<file path="config.mk">
export PLATFORM = sky130hd
export DESIGN_NAME = pkt_src_arbiter
export DESIGN_NICKNAME = d
export VERILOG_FILES = /design/src/rtl/pkt_arb_pkg.sv /design/src/rtl/pkt_src_arbiter_rr_pick.sv /design/src/rtl/pkt_src_arbiter.sv
export SDC_FILE = /design/constraint.sdc
export NUM_CORES = 1
export LEC_CHECK = 0
export ABC_AREA = 1
export ABC_CLOCK_PERIOD_IN_PS = 2450
export CORE_MARGIN = 2
export CORE_UTILIZATION = 42
export CTS_BUF_LIST = sky130_fd_sc_hd__clkbuf_8
export DETAILED_ROUTE_END_ITERATION = 10
export PLACE_DENSITY = 0.84
export SYNTH_ARGS = -nofsm -noshare
export SYNTH_HDL_FRONTEND = slang
export SYNTH_SLANG_ARGS = --single-unit
</file>
<file path="constraint.sdc">
create_clock -name clk -period 2.45 [get_ports clk]
set_clock_uncertainty 0.1 [all_clocks]
set_input_delay 0.3675 -clock clk [delete_from_list [all_inputs] [get_ports clk]]
set_output_delay 0.3675 -clock clk [all_outputs]
set_load 0.02 [all_outputs]
</file>
<file path="src/rtl/pkt_arb_pkg.sv">
// Shared types and constants for the packet-source arbiter.
package pkt_arb_pkg;

  typedef enum logic [1:0] {
    IDLE = 2'd0,
    REQ  = 2'd1,
    XFER = 2'd2
  } arb_state_e;

  localparam logic [1:0] LINK_UP = 2'b11;

endpackage

</file>
<file path="src/rtl/pkt_src_arbiter_rr_pick.sv">
// Combinational round-robin picker: first set request after ptr, wrapping.
module rr_pick #(
  parameter int NUM_SRC = 4
) (
  input  logic [NUM_SRC-1:0]         req,
  input  logic [$clog2(NUM_SRC)-1:0] ptr,
  output logic                       valid,
  output logic [$clog2(NUM_SRC)-1:0] idx
);
  localparam int IW = $clog2(NUM_SRC);

  logic [IW-1:0] cand;

  always_comb begin
    valid = 1'b0;
    idx   = ptr;
    cand  = '0;
    for (int i = 1; i <= NUM_SRC; i++) begin
      cand = IW'((int'(ptr) + i) % NUM_SRC);
      if (!valid && req[cand]) begin
        valid = 1'b1;
        idx   = cand;
      end
    end
  end

endmodule

</file>
<file path="src/rtl/pkt_src_arbiter.sv">
// Round-robin arbiter sharing the link controller's packet-transmit port
// between NUM_SRC sources, with link-down abort and transfer timeout.
module pkt_src_arbiter
  import pkt_arb_pkg::*;
#(
  parameter int NUM_SRC    = 4,
  parameter int DATA_WIDTH = 32,
  parameter int TIMEOUT    = 16
) (
  input  logic                          clk,
  input  logic                          rst,
  input  logic [1:0]                    link_state,
  input  logic [NUM_SRC-1:0]            src_req,
  input  logic [NUM_SRC*DATA_WIDTH-1:0] src_data,
  output logic [NUM_SRC-1:0]            src_ack,
  output logic                          pkt_req,
  output logic [DATA_WIDTH-1:0]         pkt_data,
  input  logic                          pkt_ack,
  input  logic                          pkt_eop,
  output logic [$clog2(NUM_SRC)-1:0]    grant_id,
  output logic                          busy,
  output logic                          done,
  output logic                          err_timeout,
  output logic                          err_abort
);
  localparam int IW = $clog2(NUM_SRC);
  localparam int CW = $clog2(TIMEOUT + 1);

  arb_state_e              state_q;
  logic [IW-1:0]           ptr_q;
  logic                    ack_q;
  logic [CW-1:0]           cnt_q;
  logic [CW-1:0]           cnt_d;
  logic                    link_up;
  logic                    acc;
  logic                    pick_valid;
  logic [IW-1:0]           pick_idx;
  logic [DATA_WIDTH-1:0]   pick_data;

  assign link_up = (link_state == LINK_UP);
  // Only a rising edge of the level-style ack counts as a new accept.
  assign acc     = pkt_ack & ~ack_q;
  assign cnt_d   = cnt_q + CW'(1);

  rr_pick #(.NUM_SRC(NUM_SRC)) u_pick (
    .req   (src_req),
    .ptr   (ptr_q),
    .valid (pick_valid),
    .idx   (pick_idx)
  );

  always_comb begin
    pick_data = '0;
    for (int i = 0; i < NUM_SRC; i++) begin
      if (pick_idx == IW'(i)) pick_data = src_data[i*DATA_WIDTH +: DATA_WIDTH];
    end
  end

  always_ff @(posedge clk or posedge rst) begin
    if (rst) begin
      state_q     <= IDLE;
      ptr_q       <= IW'(NUM_SRC - 1);
      ack_q       <= 1'b0;
      cnt_q       <= '0;
      src_ack     <= '0;
      pkt_req     <= 1'b0;
      pkt_data    <= '0;
      grant_id    <= '0;
      busy        <= 1'b0;
      done        <= 1'b0;
      err_timeout <= 1'b0;
      err_abort   <= 1'b0;
    end else begin
      ack_q       <= pkt_ack;
      src_ack     <= '0;
      done        <= 1'b0;
      err_timeout <= 1'b0;
      err_abort   <= 1'b0;
      case (state_q)
        IDLE: begin
          if (link_up && pick_valid) begin
            grant_id <= pick_idx;
            pkt_data <= pick_data;
            pkt_req  <= 1'b1;
            busy     <= 1'b1;
            state_q  <= REQ;
          end
        end
        REQ: begin
          if (acc) begin
            pkt_req <= 1'b0;
            src_ack <= NUM_SRC'(1) << grant_id;
            cnt_q   <= '0;
            state_q <= XFER;
          end else if (!link_up) begin
            pkt_req <= 1'b0;
            busy    <= 1'b0;
            state_q <= IDLE;
          end
        end
        XFER: begin
          cnt_q <= cnt_d;
          // Exit priority: eop, then link-down, then timeout.
          if (pkt_eop || !link_up || cnt_d == CW'(TIMEOUT)) begin
            done        <= pkt_eop;
            err_abort   <= !pkt_eop && !link_up;
            err_timeout <= pkt_eop == 1'b0 && link_up;
            ptr_q       <= grant_id;
            busy        <= 1'b0;
            state_q     <= IDLE;
          end
        end
        default: state_q <= IDLE;
      endcase
    end
  end

endmodule

</file>
==> impl_results.md <==
* #FFs+latches synth at 53
* R2R cell count at 15
* Data arrival, critical path at 2.43 ns
* Final-stage net count at 865
* Most common cell after layout, fill and taps aside: nand2_1
* Ant diodes at 0
* CP Class: reg2reg
* Worst-path maximum fanout at 19
* Post-route ant nets at 0
* Netlist cell types at 31
* Effective utilization at floorplan at 43.7%
* Crit start category: flop
* CTS H-Tree Depth at 2
* Class of the worst hold path: in2async
* Most used routing layer: met2
* Tightest Pin Transition at 0.575 ns
* Post-DR vias/cell at 4.98
* Crit end category: flop
* Number of fill cells at 659
* Vias in the first global route at 4,154
* Power Density at 1320 nW/um^2
* Clock tree from TritonCTS: yes
* Register area share after synthesis at 36.9%
* Fin. max-slew vios at 0
* Wire per inst at 14.8 microns
* Row cnt at 33
* Leakage at 2.92 nW
* First-pass GRT wire length at 20,200 microns
* Met2 Use GR at 45.5%
* Yosys warns at 0
* DRC violations left at 0
* GRT overflow at 0
* Die W at 96.6 microns
* Slew margin rel. at 61.4%
* Met3 usage at 4.91%
* Drt total wl at 12,300 microns
* Worst skew pair latency at 0.31 ns
* R2r startpoint: ptr_q[0]$_DFFE_PP1P_
* Syn Nets at 682
* Fin. Hold Viols at 0
* Vias at 4,126
* Cells after synthesis at 539
* Drt first pass iters at 4
* Critical Path RT at 2.56 ns
* Max IR drop VDD at 0.866 mV
* Gr usage total at 26.2%
* Largest net degree at the start of global routing at 33
* Final min period at 2.32 ns
* Max_cap viols at 0
* Final core utilization at 69.3%
* Final setup violation count at 0
* # IOs at 181
* Tot Pwr at 7.56 mW
* Root Buffer: clkbuf_8
* Routability cong. at 0.908
* Fin crit share at 94.7%
* Core area at 8260 sq um
* Fmax achieved at 0.431 GHz
* Share of layout cells above drive strength 1 at 7.88%
* Commonest cells after routing, fill and taps aside: nand2_1, clkdlybuf4s50_1, inv_1
* Outcome: completed
* Initial antenna violation count at 0
* Met1 usage at 32.5%
* Netlist Area Pre-Place at 3600 sq um
* Area grow syn2layout at 58.7%
* Num CTS Buffers at 5
* FF-to-FF End: pkt_data[6]$_DFFE_PP0P_
* Mean post-synth cell area at 6.69 sq um
* Die area at 9340 sq um
* Reg clk slew, reported paths at 0.10 ns
* IO Port Bufs at 180
* DP HPWL at 9380 microns
* Initial DRC count at 142
* Clock Tree Buf Depth at 2
* Clock sink count at 53
* R2R Setup Slk at 0.13 ns
* Die Y at 96.6 microns
sequential cells by signal (all words and copies together), names as in the netlist:
register and count:
src_ack 4, err_abort 1, grant_id 2, err_timeout 1, state_q 2, pkt_data 32
cnt_q 5, ack_q 1, done 1, pkt_req 1, ptr_q 2, busy 1
worst max-delay path, cell delays in order (launching register included):
cell and delay (ns):
dfstp_2 0.65, buf_4 0.15, nand2_2 0.05, nand2_2 0.11, nand2_4 0.08, nand2_4 0.09, inv_2 0.04, nand3_2 0.07
nand3_2 0.12, nand2_8 0.16, nand2_4 0.08, buf_12 0.15, o21ai_0 0.17, inv_1 0.06, nand2_1 0.06, nand2_1 0.05
synthesized netlist by cell type:
cell type,count,area share [%]
ha_1,5,1.7
inv_2,2,0.21
nand3_2,3,0.83
o21ai_2,3,0.73
dfrtp_1,51,35
nand2_2,9,1.6
a21oi_1,4,0.56
o21ai_1,2,0.28
nand2_4,6,1.9
o21ai_0,65,9.0
inv_1,75,7.8
nor2_1,9,0.94
clkbuf_1,10,1.0
buf_6,5,1.6
nor4_1,1,0.17
nand2_1,200,21
clkbuf_2,1,0.14
xor2_1,2,0.49
nor2_4,3,0.94
o22ai_1,1,0.17
o211ai_1,2,0.42
nand3b_1,1,0.21
buf_2,3,0.42
o21a_1,1,0.21
buf_4,4,0.83
dfstp_2,2,1.5
nand3_1,59,8.2
inv_4,2,0.35
o32ai_1,1,0.24
nor2_8,1,0.56
nor3_1,6,0.83
through the flow:
step	hold slack (ns)	area [sq um]	setup WS, ns	TNS, ns	instances
6_report	0.269	5720	0.130	0	828
5_1_grt	0.324	5720	-0.0124	-0.0567	828
4_1_cts	0.286	5680	0.0404	0	826
3_5_place_dp	0.364	5600	-0.0337	-0.270	818
3_3_place_gp	0.361	5600	0.0352	0	818
2_1_floorplan	0.299	3600	0.376	0	539
cell type report:
class / instances / area [sq um] / share of cell area [%]
Clock buffer: 5 / 68.8 / 1.20
Tap cell: 105 / 131 / 2.30
Inverter: 79 / 307 / 5.36
Timing Repair Buffer: 198 / 2020 / 35.3
Sequential cell: 53 / 1330 / 23.2
Multi-Input combinational cell: 385 / 1850 / 32.3
Clock inverter: 3 / 15.0 / 0.262
per-layer routing:
layer / wire (microns) / vias up
li1: - / 2048
met1: 5040 / 1890
met2: 6250 / 164
met3: 666 / 24
met4: 336 / 0
met5: 0 / -
timing repair:
item,CTS,global route
gates resized for setup,0,13
buffers inserted,0,1
setup endpoints to repair,0,30
hold buffers,0,0
worst max-delay path by stage:
stage	depth (start not counted)	start	to	slack, ns
6_report	15	ptr_q[0]$_DFFE_PP1P_	pkt_data[6]$_DFFE_PP0P_	0.13
2_1_floorplan	16	ptr_q[1]$_DFFE_PP1P_	pkt_data[22]$_DFFE_PP0P_	0.38
4_1_cts	14	ptr_q[0]$_DFFE_PP1P_	pkt_data[6]$_DFFE_PP0P_	0.04
3_5_place_dp	14	src_req[2]	pkt_data[19]$_DFFE_PP0P_	-0.03
3_3_place_gp	13	src_req[2]	pkt_data[31]$_DFFE_PP0P_	0.04
5_1_grt	13	ptr_q[0]$_DFFE_PP1P_	pkt_data[14]$_DFFE_PP0P_	-0.01
logic make-up (layout without fill, tap and decap cells):
kind of cell | after synthesis | after routing | share of synthesized area [%]
xor+xnor | 2 | 2 | 0.486
flops | 53 | 53 | 36.9
simple gates | 298 | 299 | 36.9
fa+ha+maj | 5 | 5 | 1.74
buf+inv | 102 | 285 | 12.4
compound gates | 79 | 79 | 11.6
power breakdown:
group	switching (mW)	internal, mW	total, mW
clock	0.294	0.195	0.489
combinational	3.35	2.26	5.62
sequential	0.240	1.21	1.45
total	3.89	3.67	7.56
No activity file was read; power rests on OpenSTA's default activity.
